[config.mk]
export PLATFORM = sky130hd
export DESIGN_NAME = addsub_share_arbiter
export DESIGN_NICKNAME = d
export VERILOG_FILES = /design/src/rtl/addsub_share_arbiter.sv
export SDC_FILE = /design/constraint.sdc
export NUM_CORES = 1
export LEC_CHECK = 0
export BUFFER_PORTS_ARGS = -buffer_cell sky130_fd_sc_hd__buf_2
export CAP_MARGIN = 40
export CORE_MARGIN = 2
export CORE_UTILIZATION = 40
export DETAILED_ROUTE_END_ITERATION = 10
export GPL_ROUTABILITY_DRIVEN = 0
export GPL_TIMING_DRIVEN = 0
export PLACE_DENSITY = 0.75
export SYNTH_ARGS = -nofsm -noshare
export SYNTH_HDL_FRONTEND = slang
export SYNTH_SLANG_ARGS = --single-unit
[constraint.sdc]
create_clock -name clk -period 3.1 [get_ports clk]
set_clock_uncertainty 0.15 [all_clocks]
set_input_delay 0.31 -clock clk [delete_from_list [all_inputs] [get_ports clk]]
set_output_delay 0.31 -clock clk [all_outputs]
set_load 0.05 [all_outputs]
[src/rtl/addsub_share_arbiter.sv]
// addsub_share_arbiter
//   Shares one external WIDTH-bit add/subtract unit between two requesters.
//   A round-robin grant picks one request in IDLE, its operands are
//   registered and drive the shared unit for one EXEC cycle, the unit's
//   sum/carry are captured, and the result is returned to the owner over a
//   valid/ready response channel (RESP). Only one operation is in flight.
//
// Ports
//   clk, rst                 clock (rising edge), async active-high reset
//   reqN_valid/ready         request handshake, N = 0,1
//   reqN_a, reqN_b, reqN_sub operands and op select (1 = A-B)
//   respN_valid/ready        response handshake
//   respN_s, respN_cout      result and carry (0 while respN_valid is low)
//   au_a, au_b, au_con       operands/control driven to the shared unit
//   au_s, au_cout            combinational result from the shared unit
//
// Optional build macro ADDSUB_SHARE_ARBITER_OVF_EN adds respN_ovf, the
// two's-complement signed overflow of the returned result.

module addsub_share_arbiter #(
  parameter int WIDTH = 3
) (
  input  logic             clk,
  input  logic             rst,
  input  logic             req0_valid,
  output logic             req0_ready,
  input  logic [WIDTH-1:0] req0_a,
  input  logic [WIDTH-1:0] req0_b,
  input  logic             req0_sub,
  input  logic             req1_valid,
  output logic             req1_ready,
  input  logic [WIDTH-1:0] req1_a,
  input  logic [WIDTH-1:0] req1_b,
  input  logic             req1_sub,
  output logic             resp0_valid,
  input  logic             resp0_ready,
  output logic [WIDTH-1:0] resp0_s,
  output logic             resp0_cout,
  output logic             resp1_valid,
  input  logic             resp1_ready,
  output logic [WIDTH-1:0] resp1_s,
  output logic             resp1_cout,
`ifdef ADDSUB_SHARE_ARBITER_OVF_EN
  output logic             resp0_ovf,
  output logic             resp1_ovf,
`endif
  output logic [WIDTH-1:0] au_a,
  output logic [WIDTH-1:0] au_b,
  output logic             au_con,
  input  logic [WIDTH-1:0] au_s,
  input  logic             au_cout
);

  localparam int MSB = WIDTH - 1;

  typedef enum logic [1:0] {IDLE, EXEC, RESP} state_t;

  state_t state, state_nxt;

  // Requester-indexed views of the two request/response channels.
  logic [1:0][WIDTH-1:0] req_a, req_b;
  logic [1:0]            req_sub, req_vld, resp_rdy, resp_vld;

  assign req_a    = {req1_a, req0_a};
  assign req_b    = {req1_b, req0_b};
  assign req_sub  = {req1_sub, req0_sub};
  assign req_vld  = {req1_valid, req0_valid};
  assign resp_rdy = {resp1_ready, resp0_ready};

  logic [WIDTH-1:0] op_a, op_b, res_s;
  logic             op_sub, res_cout, owner, ptr;
  logic             win, any_req, acc, fire;

  // Winner: the sole valid requester, or the pointer when both are valid.
  // With no request pending there is no winner and neither ready asserts.
  always_comb begin
    any_req = |req_vld;
    win     = (&req_vld) ? ptr : req_vld[1];
    acc     = (state == IDLE) && any_req;
    fire    = (state == RESP) && resp_rdy[owner];
  end

  assign req0_ready = acc && !win;
  assign req1_ready = acc &&  win;

  always_comb begin
    state_nxt = state;
    case (state)
      IDLE:    if (acc)  state_nxt = EXEC;
      EXEC:              state_nxt = RESP;
      RESP:    if (fire) state_nxt = IDLE;
      default:           state_nxt = IDLE;
    endcase
  end

`ifdef ADDSUB_SHARE_ARBITER_OVF_EN
  logic res_ovf, ovf_nxt;

  // Subtract overflows when the operand signs differ (B is effectively
  // negated); add when they match. Either way the result sign flips from A.
  always_comb begin
    ovf_nxt = (au_s[MSB] != op_a[MSB]) &&
              (op_sub ? (op_a[MSB] != op_b[MSB]) : (op_a[MSB] == op_b[MSB]));
  end
`endif

  always_ff @(posedge clk or posedge rst) begin
    if (rst) begin
      state    <= IDLE;
      op_a     <= '0;
      op_b     <= '0;
      op_sub   <= 1'b0;
      owner    <= 1'b0;
      ptr      <= 1'b0;
      res_s    <= '0;
      res_cout <= 1'b0;
`ifdef ADDSUB_SHARE_ARBITER_OVF_EN
      res_ovf  <= 1'b0;
`endif
    end else begin
      state <= state_nxt;
      if (acc) begin
        op_a   <= req_a[win];
        op_b   <= req_b[win];
        op_sub <= req_sub[win];
        owner  <= win;
        ptr    <= ~win;
      end
      if (state == EXEC) begin
        res_s    <= au_s;
        res_cout <= au_cout;
`ifdef ADDSUB_SHARE_ARBITER_OVF_EN
        res_ovf  <= ovf_nxt;
`endif
      end
    end
  end

  // Operand registers drive the shared unit continuously.
  assign au_a   = op_a;
  assign au_b   = op_b;
  assign au_con = op_sub;

  genvar n;
  generate
    for (n = 0; n < 2; n++) begin : g_resp
      assign resp_vld[n] = (state == RESP) && (owner == 1'(n));
    end
  endgenerate

  // Response data is gated so the non-owner channel reads 0.
  assign resp0_valid = resp_vld[0];
  assign resp1_valid = resp_vld[1];
  assign resp0_s     = resp_vld[0] ? res_s : '0;
  assign resp1_s     = resp_vld[1] ? res_s : '0;
  assign resp0_cout  = resp_vld[0] && res_cout;
  assign resp1_cout  = resp_vld[1] && res_cout;
`ifdef ADDSUB_SHARE_ARBITER_OVF_EN
  assign resp0_ovf   = resp_vld[0] && res_ovf;
  assign resp1_ovf   = resp_vld[1] && res_ovf;
`endif

endmodule

# ---- Yosys cells after proc, flatten, opt, wreduce, memory -nomap -nowiden
# Cells that the tools add are included.
# Widths: inputs -> output; s select.
dict set report classes {
  magnitude_cmp 2
  reduce_logical 13
  mux 14
  bitwise 2
  n_eq_ne 4
}
# op n
set ops {}
lappend ops {{$mux 3} 6}
lappend ops {{$logic_and 1x1->1} 8}
lappend ops {{$pmux 2 s3} 1}
lappend ops {{$mux 1} 5}
lappend ops {{$lt 1x2->1 const B} 2}
lappend ops {{$mux 2} 2}
lappend ops {{$ne 2x2->1 const B} 2}
lappend ops {{$reduce_and 2->1} 2}
lappend ops {{$eq 2x1->1 const B} 1}
lappend ops {{$eq 2x2->1 const B} 1}
lappend ops {{$logic_not 2->1} 1}
lappend ops {{$not 1->1} 2}
lappend ops {{$reduce_or 2->1} 1}
lappend ops {{$logic_not 1->1} 1}
dict set report word_totals {
  regBits 15
  word_cells 43
  in_bits 24
  output_inout_bits 19
}

# ---- Depth between registers and ports, before layout
dict set report depth {
  word_depth 5
  depth_mapped 3
  depth_no_buf 3
}

# ---- Worst setup path before layout
# No wires, ideal clock.
dict set report synth_timing {
  kind {flip-flop to output port}
  from {register state[0]}
  to {output resp1_cout}
  path_stages_with_launch 4
  path_slack_ns 0.776
  n_path_buf 0
  t_arrival_ns 1.864
  required_time_ns 2.640
  path_cell_list {dfrtp_1 -> nand2b_1 -> nor2_1 -> and2_1}
}
dict set report synth_via {
  elab_chain_len 3
}
# element line_no
set synth_rtl {}
lappend synth_rtl {{from (decl)} 58} ;# state_t state, state_nxt;
lappend synth_rtl {{from (signal assigned)} 121} ;# state <= state_nxt;
lappend synth_rtl {{$eq 2x2->1} 147} ;# assign resp_vld[n] = (state == RESP) && (owner == 1'(n));
lappend synth_rtl {{$logic_and 1x1->1} 147}
lappend synth_rtl {{via resp1_valid} 39} ;# output logic resp1_valid,
lappend synth_rtl {{$logic_and 1x1->1} 157} ;# assign resp1_cout = resp_vld[1] && res_cout;
lappend synth_rtl {{to (decl)} 42} ;# output logic resp1_cout,
# The timed path passes the listed nets, and every way through them passes these cells.

# ---- Final worst setup path
dict set report layout_timing {
  from {register ptr}
  to {output req0_ready}
}
dict set report layout_via {
  elab_chain_len 3
}
# element line_no
set layout_rtl {}
lappend layout_rtl {{from (decl)} 71} ;# logic op_sub, res_cout, owner, ptr;
lappend layout_rtl {{from (signal assigned)} 127} ;# ptr <= ~win;
lappend layout_rtl {{$mux 1} 78} ;# win = (&req_vld) ? ptr : req_vld[1];
lappend layout_rtl {{$logic_not 1->1} 83} ;# assign req0_ready = acc && !win;
lappend layout_rtl {{$logic_and 1x1->1} 83}
lappend layout_rtl {{to (decl)} 26} ;# output logic req0_ready,
# No other way between the ends.

==> impl_metrics.xml <==
<?xml version="1.0" encoding="UTF-8"?>
<metrics>
  <group name="outcome">
    <metric name="run_status" unit="">complete, no violations</metric>
  </group>
  <group name="placement">
    <metric name="detailed_placement_wirelength_estimate" unit="mm">1.20</metric>
    <metric name="preCtsSetupSlack" unit="ns">1.07</metric>
    <metric name="portBuffers" unit="">42</metric>
  </group>
  <group name="clock_tree">
    <metric name="tritoncts" unit="">built</metric>
    <metric name="worst_skew_pair.late_latency" unit="ns">0.28</metric>
    <metric name="clock_tree.htree_level_count" unit="">1</metric>
    <metric name="clock-root-buffer" unit="">sky130_fd_sc_hd__clkbuf_4</metric>
    <metric name="clock_tree.buffer_depth" unit="">2</metric>
    <metric name="clock_slew_at_the_register_clock_pins_of_the_worst_setup_and_hold_paths" unit="ns">0.09</metric>
    <metric name="clock_sink_count" unit="">15</metric>
    <metric name="post_cts_buffers" unit="">0</metric>
    <metric name="cts_inserted_buffers" unit="">3</metric>
  </group>
  <group name="sta">
    <metric name="total_negative_setup_slacks" unit="ns">0</metric>
    <metric name="finalHoldViolations" unit="">0</metric>
    <metric name="slew-limit-headroom" unit="%">50.6</metric>
    <metric name="report.final.slew_viol_count" unit="">0</metric>
    <metric name="setup_ws" unit="ns">0.868</metric>
    <metric name="period_minus_slack" unit="ns">2.23</metric>
    <metric name="finalCritPeriodShare" unit="%">72.0</metric>
    <metric name="setup_repair_after_global_routing_missed_its_margin" unit="">false</metric>
    <metric name="timing.final.setup_violations" unit="">0</metric>
    <metric name="achievable-frequency" unit="MHz">448</metric>
    <metric name="worstMarginPinSlew" unit="ns">0.734</metric>
  </group>
  <group name="critical_path">
    <metric name="r2r-end" unit="">au_a[0]$_DFFE_PP0P_</metric>
    <metric name="critical_path_cell_count" unit="">3</metric>
    <metric name="crit_buf_inv" unit="">1</metric>
    <metric name="timing.critical_path.slowest_cell_delay" unit="ns">0.58</metric>
    <metric name="worst_r2r_path_depth" unit="">3</metric>
    <metric name="worstSetupPathType" unit="">reg2out</metric>
    <metric name="worst_ep_arrival_time" unit="ns">1.77</metric>
    <metric name="cpLargestDelayFamily" unit="">compound AO/OA/AOI/OAI gates</metric>
    <metric name="crit_fanout" unit="">8</metric>
    <metric name="r2r_start" unit="">state[0]$_DFFE_PP0P_</metric>
    <metric name="timing.critical_path.cells" unit="">a21boi_0 &gt; and2_1 &gt; buf_2</metric>
    <metric name="crit_path_top_delay_cell" unit="">sky130_fd_sc_hd__a21boi_0</metric>
    <metric name="critPathRequiredTime" unit="ns">2.64</metric>
    <metric name="setup.worst_path.start" unit="">ptr$_DFFE_PP0P_</metric>
    <metric name="worst_setup_path_start_kind" unit="">flop</metric>
    <metric name="r2r_setup_slack" unit="ns">1.51</metric>
    <metric name="timing.critical_path.to_type" unit="">primary output</metric>
  </group>
  <group name="global_routing">
    <metric name="grt_pass1_vias" unit="">553</metric>
    <metric name="grtUsageTotal" unit="%">15.8</metric>
    <metric name="globalRouteOverflowTotal" unit="">0</metric>
    <metric name="grt_first_pass_wirelength" unit="mm">2.23</metric>
    <metric name="grt_max_degree" unit="">16</metric>
    <metric name="number_of_antenna_violations_at_the_first_check_in_global_routing" unit="">0</metric>
  </group>
  <group name="routing">
    <metric name="viasPerCell" unit="">5.12</metric>
    <metric name="wirelength" unit="mm">1.54</metric>
    <metric name="drt.antenna.violating_nets" unit="">0</metric>
    <metric name="post_drt_wl_per_cell" unit="um">12.5</metric>
    <metric name="first_pass_iters" unit="">4</metric>
    <metric name="detailroute.via_count" unit="">630</metric>
    <metric name="drc_errors" unit="">0</metric>
    <metric name="dr_iter_0_viols" unit="">7</metric>
  </group>
  <group name="logic_synthesis">
    <metric name="synth_top_area_share" unit="%">53.2</metric>
    <metric name="syn_inst" unit="">59</metric>
    <metric name="mappedNetlistNets" unit="">83</metric>
    <metric name="postSynthRegisterBits" unit="">15</metric>
    <metric name="yosys.cell_types.count" unit="">15</metric>
    <metric name="syn-mean-instance-area" unit="um2">12.0</metric>
    <metric name="mappedNetlistArea" unit="um2">706</metric>
    <metric name="synthTopCellsByArea" unit="">sky130_fd_sc_hd__dfrtp_1 53%, sky130_fd_sc_hd__a221o_1 9.9%, sky130_fd_sc_hd__and2_1 8.0%, sky130_fd_sc_hd__mux2_2 8.0%, sky130_fd_sc_hd__and3_1 6.2%</metric>
    <metric name="ys_warn_count" unit="">0</metric>
    <metric name="synth_area_leader_cell" unit="">sky130_fd_sc_hd__dfrtp_1</metric>
    <metric name="seq_area_frac_synth" unit="%">53.2</metric>
  </group>
  <group name="hold_path">
    <metric name="min-delay-start" unit="">req1_b[0]</metric>
    <metric name="hold_class" unit="">in2reg</metric>
    <metric name="whs_endpoint" unit="">au_b[0]$_DFFE_PP0P_</metric>
    <metric name="worst_hold_path.num_cells" unit="">2</metric>
  </group>
  <group name="power">
    <metric name="power.share.sequential" unit="%">31.6</metric>
    <metric name="total_power" unit="uW">1120</metric>
    <metric name="power.combinational.fraction" unit="%">58.7</metric>
    <metric name="internal_power" unit="uW">543</metric>
    <metric name="sw_power" unit="uW">581</metric>
    <metric name="clkPwrFrac" unit="%">9.7</metric>
    <metric name="power-per-cell-area" unit="nW/um2">1150</metric>
    <metric name="worst_ir_drop_vdd" unit="uV">620</metric>
    <metric name="p_leak" unit="uW">0.000546</metric>
    <metric name="switching_share_of_total_power" unit="%">51.7</metric>
  </group>
  <group name="cells_and_area">
    <metric name="fin_nets" unit="">131</metric>
    <metric name="layout-area-overhead-vs-synth" unit="%">37.9</metric>
    <metric name="final_layout_size_suffix_gt1_share" unit="%">50.9</metric>
    <metric name="num_antenna_cells" unit="">0</metric>
    <metric name="final_core_utilization" unit="%">57.6</metric>
  </group>
  <group name="floorplanning">
    <metric name="io_pins" unit="">43</metric>
    <metric name="die_area" unit="um2">2120</metric>
    <metric name="start_util" unit="%">41.8</metric>
    <metric name="die_height" unit="um">46</metric>
    <metric name="floorplan.die.width" unit="um">46</metric>
    <metric name="placement_rows" unit="">15</metric>
    <metric name="design.core.area" unit="um2">1690</metric>
  </group>
  <group name="flow_run">
    <metric name="max_cap_violations" unit="">0</metric>
  </group>
</metrics>
## placed cells by master (no fill, tap or decap), types with 2 or more instances in the layout
master                      n
sky130_fd_sc_hd__buf_2     42
sky130_fd_sc_hd__dfrtp_1   15
sky130_fd_sc_hd__and2_1     9
sky130_fd_sc_hd__and3_1     7
sky130_fd_sc_hd__a221o_1    7
sky130_fd_sc_hd__mux2_2     5
sky130_fd_sc_hd__inv_1      4
sky130_fd_sc_hd__clkbuf_4   3
sky130_fd_sc_hd__nand2b_1   2
sky130_fd_sc_hd__a21oi_1    2
sky130_fd_sc_hd__nor2_1     2
## worst reg2reg max path, stage by stage, from the launching register on
cell,delay [ns]
sky130_fd_sc_hd__dfrtp_1,0.43
sky130_fd_sc_hd__nor2_2,0.30
sky130_fd_sc_hd__o21ai_2,0.21
sky130_fd_sc_hd__a221o_1,0.39
## registers in the layout, summed over array words and instances (netlist names)
register and flops:
owner 1, res_s 3, au_b 3, au_con 1, ptr 1, res_cout 1
state 2, au_a 3
## logic make-up (layout without fill, tap and decap cells)
group	count (synthesis)	count (layout)	share of synthesized area, %
and+or+nand+nor	21	21	17.9
DFF	15	15	53.2
buffers and inverters	5	52	2.66
muxes	5	5	7.98
AOI/OAI and AO/OA	13	13	18.3
## layout make-up
type / count / area [um2]
clock buffers: 4 / 26.3
multi-input cells: 39 / 312
well taps: 17 / 21.3
fillers: 149 / 716
flip-flops and latches: 15 / 375
repair buffers: 43 / 220
inverters: 5 / 18.8
## per-layer routing
layer | global-route usage [%] | vias to the layer above | routed length, um
li1 | - | 311 | -
met1 | 18.4 | 298 | 657
met2 | 23.9 | 19 | 776
met3 | 8.33 | 2 | 78
met4 | 6.86 | 0 | 25
met5 | 0 | - | 0
## repair_timing
action | CTS | global route
gates resized for setup | 0 | 0
endpoints found under the hold margin | 15 | 0
hold buffers | 1 | 0
## synth_stat cells, drive strengths merged
cell and number:
a2111oi 1, a21boi 1, a21oi 2, a221o 7
and2 9, and3 7, dfrtp 15, inv 5
mux2 5, nand2b 2, nor2 3, o21ai 2
## power by group through the flow
stage	logic (uW)	clock network (uW)	registers, uW
CTS	667	113	356
finish	660	109	355
detailed placement	663	0	360
global placement	656	0	355
global route	699	125	369
floorplan	366	0	506
## worst max-delay path by stage
| stage | end | slack (ns) |
|---|---|---|
| 2_1_floorplan | resp1_cout | 0.78 |
| 3_3_place_gp | req0_ready | 1.12 |
| 3_5_place_dp | req0_ready | 1.07 |
| 4_1_cts | req0_ready | 0.87 |
| 5_1_grt | req0_ready | 0.75 |
| 6_report | req0_ready | 0.87 |
## stage by stage
stage	area, um2	hold slack (ns)	instances
5_1_grt	973	0.0933	123
3_3_place_gp	937	0.238	118
4_1_cts	973	0.0982	123
3_5_place_dp	937	0.235	118
2_1_floorplan	706	0.0615	59
6_report	973	0.0995	123
Note: power is estimated with default switching activity, not from simulation.
